**src/rtl/enigma_seq_ctrl_pkg.sv**
```systemverilog
// Shared constants, table-select codes, FSM states and mod-26 helpers for the Enigma sequencer.
package enigma_pkg;

  localparam int unsigned N_LETTERS = 26;

  localparam logic [2:0] SEL_R0    = 3'd0;
  localparam logic [2:0] SEL_R1    = 3'd1;
  localparam logic [2:0] SEL_R2    = 3'd2;
  localparam logic [2:0] SEL_REFL  = 3'd3;
  localparam logic [2:0] SEL_R2INV = 3'd4;
  localparam logic [2:0] SEL_R1INV = 3'd5;
  localparam logic [2:0] SEL_R0INV = 3'd6;

  typedef enum logic [1:0] {
    ST_IDLE,
    ST_STEP,
    ST_PASS,
    ST_DONE
  } state_t;

  function automatic logic [5:0] inc26(input logic [5:0] v);
    if (v >= 6'(N_LETTERS - 1)) return '0;
    return v + 6'd1;
  endfunction

  // Load values above the alphabet fold down by one alphabet length.
  function automatic logic [5:0] fold26(input logic [5:0] v);
    if (v >= 6'(N_LETTERS)) return v - 6'(N_LETTERS);
    return v;
  endfunction

endpackage

```
**src/rtl/enigma_seq_ctrl_if.sv**
```systemverilog
// Character streams: plaintext in (valid/ready) and ciphertext out (valid/ready).
interface enigma_seq_ctrl_if;
  logic       in_valid;
  logic       in_ready;
  logic [5:0] in_char;
  logic       out_valid;
  logic       out_ready;
  logic [5:0] out_char;

  modport slave (
    input  in_valid, in_char, out_ready,
    output in_ready, out_valid, out_char
  );

  modport master (
    output in_valid, in_char, out_ready,
    input  in_ready, out_valid, out_char
  );
endinterface

```
**src/rtl/enigma_seq_ctrl_stepper.sv**
```systemverilog
// Combinational rotor stepping; ENIGMA_DOUBLE_STEP_EN selects historical double step over pure odometer.
module enigma_rotor_stepper
  import enigma_pkg::*;
#(
  parameter int unsigned NOTCH0 = 16,
`ifdef ENIGMA_DOUBLE_STEP_EN
  parameter int unsigned NOTCH1 = 4,
`endif
  parameter int unsigned NOTCH2 = 21
) (
  input  logic [5:0] pos0,
  input  logic [5:0] pos1,
  input  logic [5:0] pos2,
  output logic [5:0] nxt0,
  output logic [5:0] nxt1,
  output logic [5:0] nxt2,
  output logic       hit
);

  logic carry1;
  logic adv1;
  logic adv2;

  always_comb begin
    carry1 = (pos0 == 6'(NOTCH0));
`ifdef ENIGMA_DOUBLE_STEP_EN
    adv2 = (pos1 == 6'(NOTCH1));
    adv1 = carry1 || adv2;
`else
    adv1 = carry1;
    adv2 = carry1 && (pos1 == 6'(N_LETTERS - 1));
`endif
    nxt0 = inc26(pos0);
    nxt1 = adv1 ? inc26(pos1) : pos1;
    nxt2 = adv2 ? inc26(pos2) : pos2;
    hit  = adv2 && (nxt2 == 6'(NOTCH2));
  end

endmodule

```
**src/rtl/enigma_seq_ctrl.sv**
```systemverilog
// Per-character Enigma sequencer: steps rotors, then time-multiplexes one substitution unit over 7 passes.
// Build option: ENIGMA_DOUBLE_STEP_EN (historical double step of the middle rotor).
module enigma_seq_ctrl
  import enigma_pkg::*;
#(
  parameter int unsigned NOTCH0 = 16,
  parameter int unsigned NOTCH1 = 4,
  parameter int unsigned NOTCH2 = 21
) (
  input  logic               clk,
  input  logic               rst_n,
  input  logic               load_en,
  input  logic [5:0]         load_pos0,
  input  logic [5:0]         load_pos1,
  input  logic [5:0]         load_pos2,
  enigma_seq_ctrl_if.slave   bus,
  output logic [2:0]         lut_sel,
  output logic [5:0]         lut_in,
  output logic [5:0]         lut_pos,
  input  logic [5:0]         lut_out,
  output logic [5:0]         pos0,
  output logic [5:0]         pos1,
  output logic [5:0]         pos2,
  output logic               busy,
  output logic               notch2_hit
);

  if (NOTCH0 >= N_LETTERS || NOTCH1 >= N_LETTERS || NOTCH2 >= N_LETTERS) begin : g_bad_notch
    $error("enigma_seq_ctrl: notch parameters must be below 26");
  end

  state_t     state, state_nxt;
  logic [2:0] pass, pass_nxt;
  logic [5:0] cur;
  logic [5:0] s0, s1, s2;
  logic       s_hit;
  logic       hit_q;
  logic [6:0] diff;
  logic [5:0] cur_nxt;

  enigma_rotor_stepper #(
    .NOTCH0 (NOTCH0),
`ifdef ENIGMA_DOUBLE_STEP_EN
    .NOTCH1 (NOTCH1),
`endif
    .NOTCH2 (NOTCH2)
  ) u_stepper (
    .pos0 (pos0),
    .pos1 (pos1),
    .pos2 (pos2),
    .nxt0 (s0),
    .nxt1 (s1),
    .nxt2 (s2),
    .hit  (s_hit)
  );

  always_ff @(posedge clk or negedge rst_n) begin
    if (!rst_n) begin
      state <= ST_IDLE;
      pass  <= '0;
    end else begin
      state <= state_nxt;
      pass  <= pass_nxt;
    end
  end

  always_comb begin
    state_nxt     = state;
    pass_nxt      = pass;
    bus.in_ready  = 1'b0;
    bus.out_valid = 1'b0;
    bus.out_char  = '0;
    lut_sel       = '0;
    lut_in        = '0;
    lut_pos       = '0;
    case (state)
      ST_IDLE: begin
        // in_ready is also gated by rst_n so every output reads 0 while reset is held.
        bus.in_ready = rst_n && !load_en;
        if (!load_en && bus.in_valid)
          state_nxt = (bus.in_char >= 6'(N_LETTERS)) ? ST_DONE : ST_STEP;
      end
      ST_STEP: begin
        state_nxt = ST_PASS;
        pass_nxt  = '0;
      end
      ST_PASS: begin
        lut_sel = pass;
        lut_in  = cur;
        case (pass)
          SEL_R0, SEL_R0INV: lut_pos = pos0;
          SEL_R1, SEL_R1INV: lut_pos = pos1;
          SEL_R2, SEL_R2INV: lut_pos = pos2;
          default:           lut_pos = '0;
        endcase
        if (pass == SEL_R0INV) state_nxt = ST_DONE;
        else                   pass_nxt  = pass + 3'd1;
      end
      ST_DONE: begin
        bus.out_valid = 1'b1;
        bus.out_char  = cur;
        if (bus.out_ready) state_nxt = ST_IDLE;
      end
      default: state_nxt = ST_IDLE;
    endcase
  end

  always_comb begin
    diff    = {1'b0, lut_out} + 7'd26 - {1'b0, lut_pos};
    cur_nxt = 6'(diff % 7'd26);
  end

  always_ff @(posedge clk or negedge rst_n) begin
    if (!rst_n) begin
      cur   <= '0;
      pos0  <= '0;
      pos1  <= '0;
      pos2  <= '0;
      hit_q <= 1'b0;
    end else begin
      hit_q <= 1'b0;
      case (state)
        ST_IDLE: begin
          if (load_en) begin
            pos0 <= fold26(load_pos0);
            pos1 <= fold26(load_pos1);
            pos2 <= fold26(load_pos2);
          end else if (bus.in_valid) begin
            cur <= bus.in_char;
          end
        end
        ST_STEP: begin
          pos0  <= s0;
          pos1  <= s1;
          pos2  <= s2;
          hit_q <= s_hit;
        end
        ST_PASS: cur <= cur_nxt;
        default: ;
      endcase
    end
  end

  assign busy       = (state != ST_IDLE);
  assign notch2_hit = hit_q;

endmodule

```
**src/flat_wrapper.sv**
```systemverilog
// flat-port wrapper written by rule: the top's interface ports become plain ports
module enigma_seq_ctrl_flat import enigma_pkg::*;
#(
  parameter int unsigned NOTCH0 = 16,
  parameter int unsigned NOTCH1 = 4,
  parameter int unsigned NOTCH2 = 21
)
  (clk, rst_n, load_en, load_pos0, load_pos1, load_pos2, lut_sel, lut_in, lut_pos, lut_out, pos0, pos1, pos2, busy, notch2_hit, bus_in_valid, bus_in_char, bus_out_ready, bus_in_ready, bus_out_valid, bus_out_char);
  enigma_seq_ctrl_if bus_i ();
  input  logic clk;
  input  logic rst_n;
  input  logic load_en;
  input  logic [5:0] load_pos0;
  input  logic [5:0] load_pos1;
  input  logic [5:0] load_pos2;
  output logic [2:0] lut_sel;
  output logic [5:0] lut_in;
  output logic [5:0] lut_pos;
  input  logic [5:0] lut_out;
  output logic [5:0] pos0;
  output logic [5:0] pos1;
  output logic [5:0] pos2;
  output logic busy;
  output logic notch2_hit;
  input wire logic [$bits(bus_i.in_valid)-1:0] bus_in_valid;
  input wire logic [$bits(bus_i.in_char)-1:0] bus_in_char;
  input wire logic [$bits(bus_i.out_ready)-1:0] bus_out_ready;
  output wire logic [$bits(bus_i.in_ready)-1:0] bus_in_ready;
  output wire logic [$bits(bus_i.out_valid)-1:0] bus_out_valid;
  output wire logic [$bits(bus_i.out_char)-1:0] bus_out_char;
  assign bus_i.in_valid = bus_in_valid;
  assign bus_i.in_char = bus_in_char;
  assign bus_i.out_ready = bus_out_ready;
  assign bus_in_ready = bus_i.in_ready;
  assign bus_out_valid = bus_i.out_valid;
  assign bus_out_char = bus_i.out_char;
  enigma_seq_ctrl #(.NOTCH0(NOTCH0), .NOTCH1(NOTCH1), .NOTCH2(NOTCH2)) u_core (.clk(clk), .rst_n(rst_n), .load_en(load_en), .load_pos0(load_pos0), .load_pos1(load_pos1), .load_pos2(load_pos2), .bus(bus_i), .lut_sel(lut_sel), .lut_in(lut_in), .lut_pos(lut_pos), .lut_out(lut_out), .pos0(pos0), .pos1(pos1), .pos2(pos2), .busy(busy), .notch2_hit(notch2_hit));
endmodule
```
**config.mk**
```make
export PLATFORM = sky130hd
export DESIGN_NAME = enigma_seq_ctrl_flat
export DESIGN_NICKNAME = d
export VERILOG_FILES = /design/src/rtl/enigma_seq_ctrl_pkg.sv /design/src/rtl/enigma_seq_ctrl_if.sv /design/src/rtl/enigma_seq_ctrl_stepper.sv /design/src/rtl/enigma_seq_ctrl.sv /design/src/flat_wrapper.sv
export SDC_FILE = /design/constraint.sdc
export NUM_CORES = 1
export LEC_CHECK = 0
export BUFFER_PORTS_ARGS = -buffer_cell sky130_fd_sc_hd__buf_2
export CORE_UTILIZATION = 30
export DETAILED_ROUTE_END_ITERATION = 10
export SYNTH_ARGS = -nofsm -noshare
export SYNTH_HDL_FRONTEND = slang
export SYNTH_SLANG_ARGS = --single-unit
```
**constraint.sdc**
```tcl
create_clock -name clk -period 7.5 [get_ports clk]
set_input_delay 0 -clock clk [delete_from_list [all_inputs] [get_ports clk]]
set_output_delay 0 -clock clk [all_outputs]
set_load 0.01 [all_outputs]
```
# [After elaboration in Yosys (flattened, before gate mapping)]
# Cells that the tools add are included.
[totals] out_inout_bits=43 input_bits=35 register_bits=30
[classes] eq_ne=19 reduce_logical=19 div_mod_pow=1 n_lt_le_gt_ge=7 add_sub_neg=9 n_mux=50
[op_table] operator="6-bit two-way mux" count=22
[op_table] operator="6-bit case mux with 2 select lines" count=4
[op_table] operator="6-bit by 5-bit >= comparator with 1-bit output, second input constant" count=7
[op_table] operator="6-bit by 1-bit adder with 6-bit output, second input constant" count=3
[op_table] operator="6-bit by 5-bit equality test with 1-bit output, second input constant" count=3
[op_table] operator="6-bit case mux with 3 select lines" count=1
[op_table] operator="6-bit by 5-bit subtractor with 6-bit output, second input constant" count=3
[op_table] operator="1-bit two-way mux" count=15
[op_table] operator="2-bit != test, second input constant" count=6
[op_table] operator="3-bit equality test, second input constant" count=3
[op_table] operator="3-bit AND reduction" count=3
[op_table] operator="2-bit two-way mux" count=4
[op_table] operator="2-bit case mux with 4 select lines" count=1
[op_table] operator="2-bit nonzero test" count=4
[op_table] operator="6-bit by 5-bit adder with 7-bit output, second input constant" count=1
[op_table] operator="7-bit by 5-bit remainder unit with 7-bit output, second input constant" count=1
[op_table] operator="7-bit by 6-bit subtractor with 7-bit output" count=1
[op_table] operator="3-bit two-way mux" count=2
[op_table] operator="3-bit case mux with 2 select lines" count=1
[op_table] operator="2-bit OR reduction" count=3
[op_table] operator="2-bit equality test, second input constant" count=2
[op_table] operator="1-bit logical AND" count=4
[op_table] operator="2-bit by 1-bit != test with 1-bit output, second input constant" count=2
[op_table] operator="2-bit AND reduction" count=2
[op_table] operator="7 further kinds" count=7

# [Logic depth before layout (Yosys ltp)]
[depth] depth_word=7 ltp_mapped=27 ltp_nobuf=27

# [Cells and area by module]
# Synthesis repeated with hierarchy kept, for this count alone.
[hier_totals] hier_cells=462 hier_area_um2=3603.5
[by_module_without_submodules] mod="enigma_seq_ctrl" seq_area_each_um2=750.7 area_per_inst_um2=3040.4 n_inst=1 cells_each=378
[by_module_without_submodules] mod="enigma_rotor_stepper" seq_area_each_um2=0.0 area_per_inst_um2=563.0 n_inst=1 cells_each=84

# [Worst setup path before layout]
# No wires, ideal clock.
[synth_timing] path_type="register -> register" from="register u_core.pass[0]" to="register u_core.cur[4]" path_stages_with_launch=27 required_time_ps=7418 slack_ps=1711 arrival_time_ps=5707 path_cell_list="dfrtp_1 -> inv_1 -> ha_1 -> inv_1 -> o21ai_0 -> a222oi_1 -> nor2_1 -> ha_1 -> inv_1 -> ha_1 -> inv_1 -> fa_1 -> nand2b_1 -> o2bb2ai_2 -> and4_1 -> a2111oi_4 -> nor3_1 -> or2_1 -> a311o_1 -> o21ai_0 -> ha_1 -> a21boi_0 -> a2111oi_2 -> or3_4 -> a2111oi_2 -> o21bai_1 -> a31oi_1"
[synth_between] elab_chain_len=7 elab_cells_between_ends=14 cone_classes="add/sub: 1; div: 1; eq/ne: 5; mux: 3; reduce/logical: 4"
[synth_lines] element="start, declared" line="enigma_seq_ctrl.sv:33" rtl="logic [2:0] pass, pass_nxt;"
[synth_lines] element="start signal, assigned" line="enigma_seq_ctrl.sv:63" rtl="pass <= pass_nxt;"
[synth_lines] element="3-bit by 2-bit equality test with 1-bit output, or another cell as far along" line="enigma_seq_ctrl.sv:90" rtl="case (pass)"
[synth_lines] element="2-bit OR reduction" line="enigma_seq_ctrl.sv:90"
[synth_lines] element="6-bit case mux with 3 select lines (*)" line="enigma_seq_ctrl.sv:90"
[synth_lines] element="6-bit two-way mux (*)" line="enigma_seq_ctrl.sv:76" rtl="case (state)"
[synth_lines] element="net lut_pos[1]" line="flat_wrapper.sv:18" rtl="output logic [5:0] lut_pos;"
[synth_lines] element="7-bit by 6-bit subtractor with 7-bit output (*)" line="enigma_seq_ctrl.sv:109" rtl="diff = {1'b0, lut_out} + 7'd26 - {1'b0, lut_pos};"
[synth_lines] element="7-bit by 5-bit remainder unit with 7-bit output (*)" line="enigma_seq_ctrl.sv:110" rtl="cur_nxt = 6'(diff % 7'd26);"
[synth_lines] element="6-bit case mux with 2 select lines (*)" line="enigma_seq_ctrl.sv:122" rtl="case (state)"
[synth_lines] element="end signal, assigned" line="enigma_seq_ctrl.sv:129" rtl="cur <= bus.in_char;"
[synth_lines] element="end signal, assigned" line="enigma_seq_ctrl.sv:138" rtl="ST_PASS: cur <= cur_nxt;"
[synth_lines] element="end, declared" line="enigma_seq_ctrl.sv:34" rtl="logic [5:0] cur;"
# The timed path passes the listed nets; every way through them passes the cells marked *.
# A chain may end at the register's enable or synchronous reset.

# [Worst setup path in the final report]
[layout_timing] from="register u_core.pass[0]" to="register u_core.cur[2]"
[layout_between] elab_chain_len=7 elab_cells_between_ends=14 cone_classes="add/sub: 1; div: 1; eq/ne: 5; mux: 3; reduce/logical: 4"
[layout_lines] element="3-bit by 2-bit equality test with 1-bit output, or another cell as far along" line="enigma_seq_ctrl.sv:90"
[layout_lines] element="2-bit OR reduction" line="enigma_seq_ctrl.sv:90"
[layout_lines] element="6-bit case mux with 3 select lines (*)" line="enigma_seq_ctrl.sv:90"
[layout_lines] element="6-bit two-way mux (*)" line="enigma_seq_ctrl.sv:76"
[layout_lines] element="7-bit by 6-bit subtractor with 7-bit output (*)" line="enigma_seq_ctrl.sv:109"
[layout_lines] element="7-bit by 5-bit remainder unit with 7-bit output (*)" line="enigma_seq_ctrl.sv:110"
[layout_lines] element="6-bit case mux with 2 select lines (*)" line="enigma_seq_ctrl.sv:122"
# Mark *: on every way between the ends. The rest lies on a longest branch, timed or not.

==> insert_results.sql <==
INSERT INTO impl_metrics (metric_group, metric, value, unit) VALUES
('run_status', 'run_status', 'finished clean', ''),
('run', 'cap_viol_max_count', '0', ''),
('cts', 'clock_tree_from_tritoncts', 'done', ''),
('synthesis', 'post_synth_inst_count', '443', ''),
('min_path', 'hold_depth', '3', ''),
('critical_path', 'crit_type', 'reg2reg', ''),
('min_path', 'hold_path_class', 'in2reg', ''),
('floorplanning', 'core', '10900', 'um2'),
('layout', 'layout_common_cells', 'sky130_fd_sc_hd__buf_2, sky130_fd_sc_hd__nor2_1, sky130_fd_sc_hd__inv_1', ''),
('layout', 'area.growth.synth_to_final', '20.4', '%'),
('sta', 'report.final.hold_viol_count', '0', ''),
('synthesis', 'synth.lib_cells_used.distinct', '63', ''),
('critical_path', 'cp_data_required_time', '7710', 'ps'),
('floorplanning', 'chipWidth', '108', 'um'),
('detailed_routing', 'ant_nets', '0', ''),
('sta', 'maximum_clock_frequency', '0.151', 'GHz'),
('floorplanning', 'chipHeight', '108', 'um'),
('grt', 'grt_antenna_before_repair', '0', ''),
('floorplanning', 'rows', '38', ''),
('detailed_routing', 'avgRoutedWirePerCell', '14.0', 'um'),
('placed_design', 'buffer_ports.inserted', '77', ''),
('cts', 'clkSinkCount', '30', ''),
('detailed_routing', 'drt_total_wl', '9260', 'um'),
('critical_path', 'worstReg2RegStart', 'u_core.pass[0]$_DFFE_PN0P_', ''),
('cts', 'cts.reportedPaths.clkPinSlew', '70', 'ps'),
('sta', 'timing.final.max_slew_violations', '0', ''),
('layout', 'drive_above_1_share', '0.201', ''),
('detailed_routing', 'detail_route.first_pass.iterations', '4', ''),
('critical_path', 'reg2reg_to', 'u_core.cur[2]$_DFFE_PN0P_', ''),
('synthesis', 'synth_nets', '515', ''),
('critical_path', 'timing.critical_path.to_type', 'flip-flop', ''),
('sta', 'final.setup.tns', '0', 'ps'),
('synthesis', 'ys_seq_area_frac', '0.222', ''),
('placed_design', 'gp_routability_congestion', '0.840', ''),
('grt', 'globalRouteTotalUtil', '0.163', ''),
('detailed_routing', 'drt_first_iter_violations', '141', ''),
('cts', 'cts_inserted_buffers', '5', ''),
('sta', 'final.period_utilization', '0.881', ''),
('sta', 'timing_worst_slew_pin_value', '997', 'ps'),
('synthesis', 'syn-mean-instance-area', '7.62', 'um2'),
('placed_design', 'hpwlAfterDp', '7290', 'um'),
('synthesis', 'synth_edf_count', '0', ''),
('sta', 'endpoints_failing_setup', '0', ''),
('sta', 'worst_clock_skew', '6.04', 'ps'),
('detailed_routing', 'drc_errors', '0', ''),
('critical_path', 'worstSetupStartpointType', 'flip-flop', ''),
('synthesis', 'ys_ff_latch', '30', ''),
('min_path', 'worst_hold_path.endpoint', 'u_core.cur[0]$_DFFE_PN0P_', ''),
('grt', 'grt_pass1_wl', '15200', 'um'),
('grt', 'vias_in_the_first_global_route', '3191', ''),
('critical_path', 'worstRegToRegCells', '26', ''),
('synthesis', 'yosys_warnings', '0', ''),
('floorplanning', 'initial_core_utilization', '0.310', ''),
('synthesis', 'ys_async_sr_fraction', '1.00', ''),
('sta', 'unrepaired_setup_endpoints_after_global_routing', 'no', ''),
('layout', 'final.fill_count', '1156', ''),
('layout', 'layout_commonest_cell', 'sky130_fd_sc_hd__buf_2', ''),
('floorplanning', 'number_of_top_level_pins', '78', ''),
('cts', 'clk_latency', '280', 'ps'),
('layout', 'antennaDiodeCount', '0', ''),
('floorplanning', 'dieArea', '11700', 'um2'),
('detailed_routing', 'total_via_count_after_detailed_routing', '3423', ''),
('synthesis', 'synth_top_flop_cell', 'sky130_fd_sc_hd__dfrtp_1', ''),
('layout', 'design.final.nets', '594', ''),
('synthesis', 'synth.cell_area', '3380', 'um2'),
('grt', 'global_route.overflow_total', '0', ''),
('min_path', 'worstHoldStart', 'bus_in_char[0]', ''),
('critical_path', 'reg2reg_setup_slack', '890', 'ps'),
('cts', 'cts.root.buffer_cell', 'sky130_fd_sc_hd__clkbuf_8', ''),
('grt', 'maximum_number_of_pins_on_one_net_before_global_route_repair', '32', ''),
('critical_path', 'critical_path.max_fanout', '12', ''),
('critical_path', 'crit_start', 'u_core.pass[0]$_DFFE_PN0P_', ''),
('detailed_routing', 'vias_per_cell', '5.16', ''),
('critical_path', 'crit_path_arrival_time', '6810', 'ps'),
('cts', 'clock_tree.htree_level_count', '2', ''),
('cts', 'clockBufferDepth', '2', ''),
('sta', 'worst_slew_margin_rel', '0.333', ''),
('sta', 'final_period_demand_of_the_worst_path', '6610', 'ps');
state kept, by name, indices dropped and copies added, names as in the netlist:
name               count
u_core.cur             6
u_core.pos0            6
u_core.pos1            6
u_core.pos2            6
u_core.pass            3
u_core.state           2
u_core.notch2_hit      1
worst max-delay path, stage by stage (launching register included):
cell                        delay (ps)
sky130_fd_sc_hd__dfrtp_1           420
sky130_fd_sc_hd__inv_1             120
sky130_fd_sc_hd__ha_1              170
sky130_fd_sc_hd__inv_1              40
sky130_fd_sc_hd__o21ai_0           480
sky130_fd_sc_hd__a222oi_1          170
sky130_fd_sc_hd__nor2_1            190
sky130_fd_sc_hd__ha_1              250
sky130_fd_sc_hd__inv_1              60
sky130_fd_sc_hd__ha_1              200
sky130_fd_sc_hd__inv_1              70
sky130_fd_sc_hd__fa_1              750
sky130_fd_sc_hd__inv_1             240
sky130_fd_sc_hd__nor2_1            200
sky130_fd_sc_hd__a31oi_1           130
sky130_fd_sc_hd__o21a_1            220
sky130_fd_sc_hd__o21a_1            230
sky130_fd_sc_hd__or2_1             280
sky130_fd_sc_hd__a311o_1           370
sky130_fd_sc_hd__o21ai_0           130
sky130_fd_sc_hd__ha_1              320
sky130_fd_sc_hd__a21boi_0          320
sky130_fd_sc_hd__a2111oi_2         110
sky130_fd_sc_hd__o32ai_1           470
sky130_fd_sc_hd__nand3_1           210
sky130_fd_sc_hd__a22o_1            270
sky130_fd_sc_hd__o21ai_1           120
synthesized netlist by cell type, types with 4 or more instances:
cell type                   n  area (um2)
sky130_fd_sc_hd__inv_1     47         176
sky130_fd_sc_hd__nand2_1   43         161
sky130_fd_sc_hd__and2_1    14        87.6
sky130_fd_sc_hd__nor4_1     4        25.0
sky130_fd_sc_hd__o22ai_1    7        43.8
sky130_fd_sc_hd__a22o_1     5        43.8
sky130_fd_sc_hd__nand3_1   10        50.1
sky130_fd_sc_hd__ha_1      36         450
sky130_fd_sc_hd__o32a_1     4        40.0
sky130_fd_sc_hd__xor2_1     4        35.0
sky130_fd_sc_hd__nand2b_1   5        31.3
sky130_fd_sc_hd__o21ai_0   28         140
sky130_fd_sc_hd__nor3_1     6        30.0
sky130_fd_sc_hd__xnor2_1   10        87.6
sky130_fd_sc_hd__a31oi_1    8        50.1
sky130_fd_sc_hd__a222oi_1   4        40.0
sky130_fd_sc_hd__nor3b_1    6        45.0
sky130_fd_sc_hd__clkbuf_1  13        48.8
sky130_fd_sc_hd__a22oi_1    4        30.0
sky130_fd_sc_hd__nor2_1    54         203
sky130_fd_sc_hd__nor2b_1    6        37.5
sky130_fd_sc_hd__dfrtp_1   30         751
sky130_fd_sc_hd__a21oi_1   28         140
sky130_fd_sc_hd__a21o_1     4        30.0
worst max-delay path by stage:
stage	depth (start not counted)	end	slack [ps]
after floorplan	26	u_core.cur[4]$_DFFE_PN0P_	1710
after global placement	23	u_core.cur[2]$_DFFE_PN0P_	990
after detailed placement	25	u_core.cur[2]$_DFFE_PN0P_	760
after CTS	23	u_core.cur[2]$_DFFE_PN0P_	740
after global routing	26	u_core.cur[2]$_DFFE_PN0P_	220
final	26	u_core.cur[2]$_DFFE_PN0P_	890
cell families after synthesis:
family          Yosys count  synth area share
buf+inv                  62            0.0693
fa+ha+maj                38             0.142
simple gates            166             0.241
compound gates          128             0.272
xor+xnor                 15            0.0411
mux                       4            0.0122
flops                    30             0.222
metal layers:
metal / vias to the layer above / global-route usage / wire (um)
li1: 1734 / - / -
met1: 1597 / 0.208 / 4320
met2: 86 / 0.288 / 4450
met3: 6 / 0.0277 / 449
met4: 0 / 0.0254 / 49
met5: - / 0 / 0
area by class of cell:
type	instances	area [um2]	area share
clock buffer	6	72.6	0.0179
tap	140	175	0.0431
sequential	30	751	0.185
inverter	48	180	0.0443
multi-input combinational	351	2390	0.588
clock inverter	2	37.5	0.00923
timing repair buffer	86	458	0.113
stage by stage:
step | worst slack [ps] | std cells | util | hold WS, ps | instance area [um2]
2_1_floorplan | 1710 | 443 | - | -296 | 3380
3_3_place_gp | 989 | 649 | 0.359 | 106 | 3910
3_5_place_dp | 761 | 649 | 0.359 | 104 | 3910
4_1_cts | 736 | 659 | 0.371 | 26.3 | 4040
5_1_grt | 215 | 663 | 0.373 | 36.5 | 4070
6_report | 894 | 663 | 0.373 | 27.8 | 4070
what timing repair did:
action | in CTS | in global routing
hold buffers | 2 | 0
setup buffers | 0 | 4
setup endpoints to repair | 0 | 2
endpoints found under the hold margin | 31 | 0
resized for setup | 0 | 0
Power is not shown: default switching activity piles up to over one toggle a cycle in this logic, so the estimate is an artifact.
